[src/rtl/manual_drive_fsm.sv]
// Manual-mode driving FSM: synchronizes the driver switches, tracks power-on hold time,
// and produces the one-hot car state, power flag and registered motion command.
module manual_drive_fsm #(
    parameter int unsigned PRESS_CYCLES = 100_000_000,
    parameter logic [1:0]  MANUAL_MODE  = 2'b01
) (
    input  logic       clk_i,
    input  logic       rst_i,
    input  logic [1:0] module_choose_i,
    input  logic       power_btn_i,
    input  logic       clutch_i,
    input  logic       throttle_i,
    input  logic       brake_i,
    input  logic       reverse_i,
    input  logic       turn_left_i,
    input  logic       turn_right_i,
    output logic       power_now_o,
    output logic [3:0] state_o,
    output logic [3:0] answer_o
);

    localparam int unsigned CNT_W = (PRESS_CYCLES > 1) ? $clog2(PRESS_CYCLES) : 1;
    localparam logic [CNT_W-1:0] CNT_LAST = CNT_W'(PRESS_CYCLES - 1);

    localparam logic [3:0] S_NOT_STARTED = 4'b0001;
    localparam logic [3:0] S_STARTING    = 4'b0010;
    localparam logic [3:0] S_MOVING      = 4'b0100;
    localparam logic [3:0] S_OFF         = 4'b1000;

    logic [6:0]       sync1_q;
    logic [6:0]       sync2_q;
    logic             pwr_prev_q;
    logic             rev_prev_q;
    logic [CNT_W-1:0] cnt_q;
    logic [CNT_W-1:0] cnt_d;
    logic [3:0]       state_q;
    logic [3:0]       state_d;
    logic             power_now_q;
    logic [3:0]       answer_q;
    logic [3:0]       answer_d;

    logic power_btn_s;
    logic clutch_s;
    logic throttle_s;
    logic brake_s;
    logic reverse_s;
    logic turn_left_s;
    logic turn_right_s;
    logic manual;
    logic pwr_rise;
    logic rev_chg;

    assign power_btn_s  = sync2_q[0];
    assign clutch_s     = sync2_q[1];
    assign throttle_s   = sync2_q[2];
    assign brake_s      = sync2_q[3];
    assign reverse_s    = sync2_q[4];
    assign turn_left_s  = sync2_q[5];
    assign turn_right_s = sync2_q[6];

    assign manual   = (module_choose_i == MANUAL_MODE);
    assign pwr_rise = power_btn_s & ~pwr_prev_q;
    assign rev_chg  = reverse_s ^ rev_prev_q;

    // Synchronizers and edge history run regardless of mode so stale edges never fire later.
    always_ff @(posedge clk_i) begin
        if (rst_i) begin
            sync1_q    <= '0;
            sync2_q    <= '0;
            pwr_prev_q <= 1'b0;
            rev_prev_q <= 1'b0;
        end else begin
            sync1_q    <= {turn_right_i, turn_left_i, reverse_i, brake_i,
                           throttle_i, clutch_i, power_btn_i};
            sync2_q    <= sync1_q;
            pwr_prev_q <= power_btn_s;
            rev_prev_q <= reverse_s;
        end
    end

    always_comb begin
        cnt_d = '0;
        if (manual && (state_q == S_OFF) && power_btn_s && (cnt_q != CNT_LAST)) begin
            cnt_d = cnt_q + 1'b1;
        end
    end

    always_comb begin
        state_d = state_q;
        if (manual) begin
            case (state_q)
                S_OFF: begin
                    if (power_btn_s && (cnt_q == CNT_LAST)) state_d = S_NOT_STARTED;
                end
                S_NOT_STARTED: begin
                    if (pwr_rise)                     state_d = S_OFF;
                    else if (brake_s)                 state_d = S_NOT_STARTED;
                    else if (throttle_s && clutch_s)  state_d = S_STARTING;
                    else if (throttle_s && !clutch_s) state_d = S_OFF;
                end
                S_STARTING: begin
                    if (pwr_rise)                     state_d = S_OFF;
                    else if (brake_s)                 state_d = S_NOT_STARTED;
                    else if (throttle_s && !clutch_s) state_d = S_MOVING;
                end
                S_MOVING: begin
                    if (pwr_rise)                     state_d = S_OFF;
                    else if (brake_s)                 state_d = S_NOT_STARTED;
                    else if (rev_chg && !clutch_s)    state_d = S_OFF;
                    else if (clutch_s || !throttle_s) state_d = S_STARTING;
                end
                default: state_d = S_OFF;
            endcase
        end
    end

    // Motion command is derived from the registered state, so it trails state by one cycle.
    always_comb begin
        logic moving;
        logic driving;
        moving   = (state_q == S_MOVING);
        driving  = moving || (state_q == S_STARTING);
        answer_d = 4'b0000;
        if (manual) begin
            answer_d[0] = moving & ~reverse_s;
            answer_d[1] = moving & reverse_s;
            answer_d[2] = driving & turn_right_s & ~turn_left_s;
            answer_d[3] = driving & turn_left_s & ~turn_right_s;
        end
    end

    always_ff @(posedge clk_i) begin
        if (rst_i) begin
            cnt_q       <= '0;
            state_q     <= S_OFF;
            power_now_q <= 1'b0;
            answer_q    <= 4'b0000;
        end else begin
            cnt_q       <= cnt_d;
            state_q     <= state_d;
            power_now_q <= ~state_d[3];
            answer_q    <= answer_d;
        end
    end

    assign state_o     = state_q;
    assign power_now_o = power_now_q;
    assign answer_o    = answer_q;

endmodule

[config.mk]
export PLATFORM = sky130hd
export DESIGN_NAME = manual_drive_fsm
export DESIGN_NICKNAME = d
export VERILOG_FILES = /design/src/rtl/manual_drive_fsm.sv
export SDC_FILE = /design/constraint.sdc
export NUM_CORES = 1
export LEC_CHECK = 0
export CAP_MARGIN = 20
export CORE_ASPECT_RATIO = 2
export CORE_MARGIN = 4
export CORE_UTILIZATION = 25
export DETAILED_ROUTE_END_ITERATION = 8
export PLACE_DENSITY_LB_ADDON = 0.3
export SKIP_LAST_GASP = 1
export SYNTH_ARGS = -nofsm -noshare
export SYNTH_HDL_FRONTEND = slang
export SYNTH_SLANG_ARGS = --single-unit
export TNS_END_PERCENT = 1
[constraint.sdc]
create_clock -name clk_i -period 3.5 [get_ports clk_i]
set_input_delay 0.7 -clock clk_i [delete_from_list [all_inputs] [get_ports clk_i]]
set_output_delay 0.7 -clock clk_i [all_outputs]
set_load 0.02 [all_outputs]
Yosys cells after proc, flatten, opt, wreduce, memory -nomap -nowiden
Index checks and enable logic that the tools add are counted.
{"block": "word_totals", "wordCells": 64, "input_bits": 11, "output_inout_bits": 9, "register_bits": 52}
{"block": "classes", "n_reduce_logical": 14, "n_eq_ne": 11, "bitwise": 15, "muxes": 14, "n_addsub": 1}
{"operator": "$mux 4", "count": 13}
{"operator": "$add 27x1->27 const B", "count": 1}
{"operator": "$eq 27x27->1 const B", "count": 1}
{"operator": "$ne 27x27->1 const B", "count": 1}
{"operator": "$pmux 4 s4", "count": 1}
{"operator": "$ne 5x5->1 const B", "count": 2}
{"operator": "$and 1x1->1", "count": 7}
{"operator": "$logic_and 1x1->1", "count": 7}
{"operator": "$not 1->1", "count": 7}
{"operator": "$reduce_and 5->1", "count": 1}
{"operator": "$eq 4x1->1 const B", "count": 1}
{"operator": "$eq 4x2->1 const B", "count": 1}
{"operator": "$eq 4x3->1 const B", "count": 1}
{"operator": "$eq 4x4->1 const B", "count": 1}
{"operator": "$ne 4x4->1 const B", "count": 1}
{"operator": "$reduce_or 2->1", "count": 2}
{"operator": "$eq 2x1->1 const B", "count": 1}
{"operator": "$logic_not 1->1", "count": 2}
{"operator": "$logic_or 1x1->1", "count": 2}
{"operator": "$ne 2x1->1 const B", "count": 1}
{"operator": "$xor 1x1->1", "count": 1}

Longest topological paths before layout
Gate-level depths: netlist of the first run.
{"block": "logic_depth", "ltp_word": 9, "mapped_depth": 8, "depth_no_buf": 6}

Worst setup path after synthesis of the first run
Ideal clock, no wire load.
{"block": "synth_path", "path_kind": "input to register", "startpoint": "input port module_choose_i[0]", "endpoint": "register cnt_q[26]", "path_buffers": 2, "setup_time_ps": 62, "required_ps": 3438, "slack_ps": 1624, "path_stages": 6, "t_arrival_ps": 1814, "path_cell_list": "nor2b_1 nand2b_1 or3_1 buf_6 buf_12 nor2_4"}
{"block": "synth_between", "elab_chain_len": 6}
{"item": "start: declaration", "line": "9", "source": "input logic [1:0] module_choose_i,"}
{"item": "$eq 2x1->1", "line": "61", "source": "assign manual = (module_choose_i == MANUAL_MODE);"}
{"item": "$logic_and 1x1->1 (3 in a row)", "line": "83", "source": "if (manual && (state_q == S_OFF) && power_btn_s && (cnt_q != CNT_LAST)) begin"}
{"item": "$not 1->1 (no source line)"}
{"item": "$reduce_or 2->1 (no source line)"}
{"item": "end signal: assignment", "line": "139", "source": "cnt_q <= cnt_d;"}
{"item": "end: declaration", "line": "34", "source": "logic [CNT_W-1:0] cnt_q;"}
No other way between the ends.
A chain may end at the register's enable or synchronous reset.

Final worst setup path of the first run
{"block": "layout_path", "startpoint": "input port module_choose_i[0]", "endpoint": "register cnt_q[4]"}
The elaborated chain is that of the path after synthesis.

==> results of run 1 <==
## layout make-up
cell class              instances  area (µm²)
well taps                     130         163
clock buffers                   5         125
repair buffers                 20         198
flip-flops and latches         52        1040
inverters                       6        22.5
clock inverters                 3        27.5
fillers                       990        6580
multi-input cells             180        1290
## Yosys cell counts, types with 4 or more instances
cell type,instances
nor2_2,6
nand2b_1,5
nor2_1,16
clkbuf_1,4
nor3_1,12
nor2_4,14
nor4_1,7
xnor2_1,20
dfxtp_1,52
nor3b_1,5
inv_1,6
nor2b_1,18
nand2_1,14
xor2_1,7
nand3_1,13
## worst max-delay path, cell delays in order
cell and delay [ps]:
clkdlybuf4s50_1 440, nor2b_1 300, nand2b_1 170, or3_2 930
nor2_1 230
## registers in the layout, summed over array words and instances (netlist names), named ones only
name,cells
answer_o,4
state_o,3
sync1_q,7
rev_prev_q,1
sync2_q,7
pwr_prev_q,1
cnt_q,27
power_now_o,1
## where the power goes
part | internal (mW) | switching (mW)
Combinational | 0.0183 | 0.0136
Clock | 0.271 | 0.226
Sequential | 0.599 | 0.00430
## cell families (layout without fill, tap and decap cells)
kind of cell / Yosys count / after routing / share of synthesized area [%]
simple gates: 133 / 133 / 36.4
flops: 52 / 52 / 42.6
xor+xnor: 27 / 27 / 9.68
compound gates: 18 / 18 / 5.58
buf+inv: 17 / 34 / 4.81
fa+ha+maj: 1 / 1 / 0.512
mux: 1 / 1 / 0.410
## metrics by stage
step / hold slack, ps / instances / instance area, µm²
after detailed placement: 400 / 388 / 2710
after global routing: 445 / 396 / 2860
final: 412 / 396 / 2860
after floorplan: 388 / 249 / 2440
after global placement: 396 / 388 / 2710
after CTS: 413 / 396 / 2860
## routing by layer
layer  vias to the layer above  track usage [%]  wire length, µm
met5                         -                0                0
met4                         0             5.95              177
met3                        16             1.89              140
met2                        29             18.4             2920
met1                       834             8.35             1730
li1                        884                -                -
## path summary, 6_finish.rpt
check                                   end  slack (ps)  cells past startpoint
worst max-delay path               cnt_q[4]         940                      5
worst min register to register  answer_o[3]         410                      1
worst max register to register     cnt_q[4]        1050                      6
worst min-delay path            answer_o[3]         410                      1
==> flow_metrics.py, run 1 <==
metrics = {
    "timing": {
        "setup_ws_ps": 935,
        "hold_viol_final": 0,
        "fin_setup_tns_ps": 0,
        "relSlewSlack_pct": 33.1,
        "finalMaxSlewViolations": 0,
        "setup_viol": 0,
        "tightest_slew_ps": 1000,
        "fin_crit_sh_pct": 73.3,
        "layout_min_cycle_time_ps": 2560,
        "finClkSkew_ps": 4.45,
        "max_freq_ghz": 0.390,
        "rsz0062_at_grt": "false",
    },
    "power_and_ir_drop": {
        "power_leakage_nw": 0.869,
        "cellPowerDensity_mw_per_mm2": 396,
        "worst_ir_drop_vdd_mv": 0.185,
        "p_total_mw": 1.13,
    },
    "global_routing": {
        "grt_max_degree": 28,
        "antenna_found_initial": 0,
        "grt.total_usage_pct": 9.38,
        "overflow": 0,
        "grt_pass1_vias": 1814,
        "grt_pass1_wl_um": 8590,
    },
    "synth": {
        "synth_area_mm2": 0.00244,
        "synth-seq-cells": 52,
        "yosysTopAreaCell": "dfxtp_1",
        "syn-num-nets": 261,
        "netlist_top_cells_area": "dfxtp_1 43%, xnor2_1 7.2%, nor2_4 6.5%, nor2b_1 4.6%, nand3_1 2.7%",
        "synth_cell_type_count": 49,
        "synth-edff-count": 0,
        "syn_inst": 249,
        "synth_warnings": 0,
        "yosys_most_used_dff": "dfxtp_1",
        "synth_area_per_cell_um2": 9.81,
        "async_flop_share_pct": 0,
        "synth_top_area_share_pct": 42.6,
        "yosysSeqAreaShare_pct": 42.6,
    },
    "critical_path": {
        "cp.required_ps": 3720,
        "crit_arrival_ps": 2780,
        "critPathCaptureType": "flip-flop",
        "r2r_start": "cnt_q[0]",
        "cp-start-kind": "input pin",
        "crit_type": "in -> reg",
        "crit_start": "module_choose_i[0]",
        "path_max_fanout": 27,
    },
    "clocking": {
        "postCtsSetupRepairBufs": 0,
        "cts-resized-gates": 0,
        "cts_made_buffers": 5,
        "cts-root-buf": "clkbuf_16",
        "path_clk_slew_ps": 70,
        "cts_tree": "done",
        "clockBufferDepth": 2,
        "clk_latency_ps": 290,
        "hold_buffers": 0,
        "clock_sink_count": 52,
        "h-tree-depth": 2,
    },
    "min_path": {
        "hp-class": "reg -> reg",
        "hold_path.startpoint": "sync2_q[6]",
    },
    "placement": {
        "hpwl_um": 3780,
        "gp_congestion": 0.828,
        "place_ws_ps": 626,
        "io_buffers": 19,
    },
    "drt": {
        "vias": 1763,
        "drc_errors": 0,
        "antenna_left": 0,
        "drt_iter0_drc": 30,
        "wirelength_um": 4970,
        "first_pass_iters": 4,
        "wire_per_inst_um": 12.5,
        "vias_per_cell": 4.45,
    },
    "floorplan": {
        "die_w_um": 77.9,
        "die_area_mm2": 0.0115,
        "coreArea_mm2": 0.00945,
        "row_count": 50,
        "start_util_pct": 25.9,
        "io_pins": 20,
        "die_h_um": 148,
    },
    "cells_and_area": {
        "diodes": 0,
        "layout-drive-gt1-share_pct": 13.9,
        "fin_util_pct": 30.3,
        "syn_to_final_growth_pct": 17.2,
        "fin_nets": 277,
        "layout_commonest_cell": "dfxtp_1",
        "final_cell_mix": "52 x dfxtp_1, 20 x xnor2_1, 19 x clkdlybuf4s50_1, 18 x nor2b_1, 16 x nor2_1",
    },
    "flow_run": {
        "maxCapViolations": 0,
    },
    "run_status": {
        "status": "complete, no violations",
    },
}
Power figures use the tool's default switching activity.
==> run 2, diff against run 1 <==
- clock period: 3.5 -> 2.5 ns (I/O delays scaled with it)
==> run 2 against run 1 <==
Wire length up 1.9%. Register-to-register slack lost 520 ps. Global-route usage increased by 0.26 points. Setup slack worse by 570 ps. Die area did not move. Combinational power increased by 46%. Flip-flop and latch count is the same. Non-clock buffer count increased by 4. Sequential power is 40% higher. Clock skew grew 4.6 ps. Count of clock-buffer cells in the layout did not move. Largest cell class unchanged. Highest routed layer unchanged.
==> flow_metrics.py, run 2 (same netlist as run 1, synthesis figures left out) <==
metrics = {
    "timing": {
        "setup_viol": 0,
        "finClkSkew_ps": 9.04,
        "finalMaxSlewViolations": 0,
        "hold_viol_final": 0,
        "tightest_slew_ps": 747,
        "fin_crit_sh_pct": 85.6,
        "rsz0062_at_grt": "false",
        "layout_min_cycle_time_ps": 2140,
        "relSlewSlack_pct": 49.5,
        "fin_setup_tns_ps": 0,
        "max_freq_ghz": 0.467,
    },
    "critical_path": {
        "path_max_fanout": 13,
        "cp_slowest_stage_delay_ps": 710,
        "crit_end": "state_o[0]",
        "cp.required_ps": 2000,
        "cp_cell_sequence": "clkdlybuf4s50_1",
        "crit_buf_inv": 1,
        "cp-start-kind": "flip-flop",
        "crit_arrival_ps": 1640,
        "crit_start": "state_o[0]",
        "crit_type": "reg -> out",
        "critPathCaptureType": "output port",
        "r2r_start": "state_o[0]",
        "r2r_end": "state_o[1]",
        "cp.depth": 1,
        "critPathSlowestCell": "clkdlybuf4s50_1",
        "ff2ff_setup_slack_ps": 530,
        "cp_top_family": "buffers and inverters",
        "rr_worst_depth": 5,
    },
    "drt": {
        "first_pass_iters": 4,
        "vias_per_cell": 4.54,
        "drt_iter0_drc": 53,
        "vias": 1810,
        "wirelength_um": 5070,
        "drc_errors": 0,
        "antenna_left": 0,
        "wire_per_inst_um": 12.7,
    },
    "flow_run": {
        "maxCapViolations": 0,
    },
    "global_routing": {
        "antenna_found_initial": 0,
        "grt_pass1_wl_um": 8770,
        "grt_max_degree": 28,
        "overflow": 0,
        "grt_pass1_vias": 1885,
        "grt.total_usage_pct": 9.64,
    },
    "min_path": {
        "hp-class": "reg -> reg",
    },
    "clocking": {
        "clock_sink_count": 52,
        "postCtsSetupRepairBufs": 0,
        "path_clk_slew_ps": 60,
        "clk_latency_ps": 290,
        "cts-resized-gates": 0,
        "cts-root-buf": "clkbuf_16",
        "clockBufferDepth": 2,
        "cts_tree": "done",
        "hold_buffers": 0,
        "cts_made_buffers": 5,
        "h-tree-depth": 2,
    },
    "floorplan": {
        "io_pins": 20,
        "coreArea_mm2": 0.00945,
        "die_area_mm2": 0.0115,
        "die_h_um": 148,
        "row_count": 50,
        "die_w_um": 77.9,
        "start_util_pct": 25.9,
    },
    "placement": {
        "gp_congestion": 0.788,
        "io_buffers": 19,
        "hpwl_um": 3860,
    },
    "cells_and_area": {
        "syn_to_final_growth_pct": 18.3,
        "diodes": 0,
        "largest_reg_flops": 27,
        "fill_cells": 978,
        "largest_register": "cnt_q",
        "fin_nets": 281,
        "top_regs": "cnt_q x27, sync1_q x7, sync2_q x7",
        "layout_commonest_cell": "dfxtp_1",
        "final_cell_mix": "52 x dfxtp_1, 20 x xnor2_1, 19 x clkdlybuf4s50_1, 18 x nor2b_1, 16 x nor2_1",
        "layout-drive-gt1-share_pct": 14.9,
    },
    "power_and_ir_drop": {
        "p_int_mw": 1.23,
        "power_leakage_nw": 0.888,
        "cellPowerDensity_mw_per_mm2": 534,
        "pwr-share-clk_pct": 42.2,
        "worst_ir_drop_vdd_mv": 0.286,
        "power_switching_mw": 0.314,
        "p_sw_share_pct": 20.3,
        "pwr-share-comb_pct": 3.0,
        "power_frac_seq_pct": 54.8,
        "p_total_mw": 1.54,
    },
    "run_status": {
        "status": "complete, no violations",
    },
}
==> run 2: changes by cell type in the layout (fill, tap and decap cells not counted) <==
cell,previous run,this run
inv_8,1,0
clkinv_4,1,0
clkinv_2,0,1
buf_4,1,4
buf_12,0,1
==> run 2: final cells by class <==
type / instances / area [µm²] / share of cell area [%]
Clock inverter: 2 / 12.5 / 0.433
Clock buffer: 5 / 125 / 4.33
Multi-Input combinational cell: 180 / 1290 / 44.5
Tap cell: 130 / 163 / 5.63
Inverter: 6 / 22.5 / 0.779
Sequential cell: 52 / 1040 / 36.0
Timing Repair Buffer: 24 / 240 / 8.31
==> run 2: how the worst min path moves through the flow <==
stage | cells past startpoint | from | end | slack (ps)
3_5_place_dp | 1 | sync2_q[5] | answer_o[2] | 410
4_1_cts | 1 | sync2_q[5] | answer_o[2] | 420
2_1_floorplan | 1 | sync2_q[5] | answer_o[2] | 390
6_report | 1 | sync2_q[5] | answer_o[2] | 410
5_1_grt | 1 | sync2_q[5] | answer_o[2] | 430
3_3_place_gp | 1 | sync2_q[6] | answer_o[3] | 410
==> run 2: metrics by stage <==
step	setup WS (ps)	util (%)	hold WS, ps	instance area [µm²]	cells
floorplan	784	-	388	2440	249
global placement	330	29.1	413	2750	392
detailed placement	321	29.1	407	2750	392
CTS	321	30.6	417	2890	399
global route	269	30.6	428	2890	399
finish	361	30.6	410	2890	399
==> run 2: metal layers <==
layer	track usage (%)	wire length [µm]	vias to the layer above
met5	0	0	-
met4	7.01	213	0
met3	2.01	140	15
met2	18.3	2990	34
met1	8.66	1720	865
li1	-	-	896
==> run 2: power groups by stage <==
stage / clock network (mW) / registers [mW] / logic [mW]
after floorplan: 0 / 0.862 / 0.0248
after global placement: 0 / 0.865 / 0.0472
after detailed placement: 0 / 0.865 / 0.0473
after CTS: 0.685 / 0.846 / 0.0477
after global routing: 0.718 / 0.846 / 0.0518
final: 0.652 / 0.846 / 0.0466
==> run 3, diff against run 2 <==
- GPL_TIMING_DRIVEN: default -> 0
==> run 3 against run 2 <==
Register-to-register slack worse by 100 ps. Largest power group unchanged. Critical endpoint is now cnt_q[16]. Sequential power about the same. Cell area up 1.9%. Core utilization up 0.60 points. Cell count up 1.8%. Fmax down 1.7%. Count of clock-buffer cells in the layout unchanged. Total power up 2.9%. Clock skew down 3.5 ps. Non-clock buffer count up 6.
==> flow_metrics.py, run 3 (same netlist as run 1, synthesis figures left out) <==
metrics = {
    "timing": {
        "tightest_slew_ps": 800,
        "relSlewSlack_pct": 45.9,
        "finalMaxSlewViolations": 0,
        "max_freq_ghz": 0.460,
        "finClkSkew_ps": 5.52,
        "setup_viol": 0,
        "fin_crit_sh_pct": 87.0,
        "hold_viol_final": 0,
        "fin_setup_tns_ps": 0,
        "timing.hold.ws_ps": 412,
        "layout_min_cycle_time_ps": 2180,
        "rsz0062_at_grt": "false",
    },
    "placement": {
        "hpwl_um": 3990,
        "place_area_mm2": 0.00280,
        "io_buffers": 19,
        "gp_congestion": 0.889,
    },
    "drt": {
        "drt_iter0_drc": 30,
        "wirelength_um": 5190,
        "vias_per_cell": 4.43,
        "wire_per_inst_um": 12.8,
        "antenna_left": 0,
        "vias": 1800,
        "first_pass_iters": 3,
        "drc_errors": 0,
    },
    "min_path": {
        "hold_path.startpoint": "sync2_q[5]",
        "worstHoldEndpoint": "answer_o[2]",
        "min_path_cells": 1,
        "hp-class": "reg -> reg",
    },
    "global_routing": {
        "grt_pass1_wl_um": 8710,
        "grt_pass1_vias": 1850,
        "grt.total_usage_pct": 9.67,
        "antenna_found_initial": 0,
        "grt_max_degree": 19,
        "overflow": 0,
    },
    "clocking": {
        "h-tree-depth": 2,
        "cts_made_buffers": 5,
        "hold_buffers": 0,
        "cts-resized-gates": 0,
        "clk_latency_ps": 290,
        "clockBufferDepth": 2,
        "postCtsSetupRepairBufs": 0,
        "cts_tree": "done",
        "path_clk_slew_ps": 70,
        "cts-root-buf": "clkbuf_16",
        "clock_sink_count": 52,
    },
    "cells_and_area": {
        "layout_commonest_cell": "dfxtp_1",
        "stdcell_area_mm2": 0.00295,
        "largest_register": "cnt_q",
        "syn_to_final_growth_pct": 20.6,
        "diodes": 0,
        "top_regs": "cnt_q x27, sync1_q x7, sync2_q x7",
        "largest_reg_flops": 27,
        "final-seq-area_mm2": 0.00104,
        "fill_cells": 981,
        "final_cell_mix": "52 x dfxtp_1, 20 x xnor2_1, 19 x clkdlybuf4s50_1, 18 x nor2b_1, 16 x nor2_1",
        "multi_input_area_mm2": 0.00128,
        "fin_nets": 287,
        "layout-drive-gt1-share_pct": 15.2,
    },
    "critical_path": {
        "cp.required_ps": 2740,
        "ff2ff_setup_slack_ps": 430,
        "rr_worst_depth": 6,
        "crit_arrival_ps": 2410,
        "crit_start": "module_choose_i[0]",
        "critPathCaptureType": "flip-flop",
        "crit_type": "in -> reg",
        "cp-start-kind": "input pin",
        "r2r_start": "cnt_q[0]",
        "path_max_fanout": 10,
        "r2r_end": "state_o[0]",
    },
    "power_and_ir_drop": {
        "power_switching_mw": 0.345,
        "worst_ir_drop_vdd_mv": 0.233,
        "pwr-share-comb_pct": 3.0,
        "cellPowerDensity_mw_per_mm2": 539,
        "power_frac_seq_pct": 53.2,
        "p_int_mw": 1.24,
        "power_leakage_nw": 0.918,
        "pwr-share-clk_pct": 43.8,
        "p_sw_share_pct": 21.7,
    },
    "floorplan": {
        "start_util_pct": 25.9,
        "row_count": 50,
        "die_area_mm2": 0.0115,
        "coreArea_mm2": 0.00945,
        "io_pins": 20,
        "die_w_um": 77.9,
        "die_h_um": 148,
    },
    "flow_run": {
        "maxCapViolations": 0,
    },
    "run_status": {
        "status": "complete, no violations",
    },
}
run 3: layout make-up:
cell class | count | share of cell area [%]
multi-input cells | 180 | 43.6
flip-flops and latches | 52 | 35.3
repair buffers | 19 | 6.45
well taps | 130 | 5.52
clock buffers | 5 | 4.25
plain buffers | 11 | 3.23
clock inverters | 3 | 0.849
inverters | 6 | 0.764
run 3: how the worst max path moves through the flow:
stage / slack, ps / endpoint / cells after the start
after detailed placement: 20 / cnt_q[16] / 7
after global routing: 160 / state_o[0] / 6
after floorplan: 780 / cnt_q[26] / 8
final: 320 / cnt_q[16] / 7
after CTS: 320 / cnt_q[16] / 7
after global placement: 30 / cnt_q[17] / 7
run 3: per-layer routing:
layer  GRT usage (%)  routed length (µm)  vias up  share of wire [%]
met3            1.77                 157       16                3.0
met1            8.67                1820      839                 35
met4            7.09                 255        0                4.9
met5               0                   0        -                  0
li1                -                   -      913                  -
met2            18.6                2960       32                 57
run 3: power by group through the flow:
stage          clock network, mW  logic [mW]  registers (mW)
6_report                   0.697      0.0472           0.845
5_1_grt                    0.754      0.0511           0.846
4_1_cts                    0.726      0.0482           0.845
3_5_place_dp                   0      0.0480           0.864
3_3_place_gp                   0      0.0481           0.864
2_1_floorplan                  0      0.0248           0.862
run 3: metrics by stage:
| step | std cells | power [mW] | utilization [%] | setup WS (ps) |
|---|---|---|---|---|
| final | 406 | 1.59 | 31.2 | 324 |
| after global routing | 406 | 1.65 | 31.2 | 160 |
| after CTS | 406 | 1.62 | 31.2 | 320 |
| after detailed placement | 398 | 0.912 | 29.6 | 16.5 |
| after global placement | 398 | 0.912 | 29.6 | 26.7 |
| after floorplan | 249 | 0.887 | - | 784 |
run 3: critical path, cell delays in order:
cell and delay, ps:
clkdlybuf4s50_1 450, nor2b_1 390, nand2b_1 220, or3_1 420, buf_6 160, buf_12 160, nor2_4 90
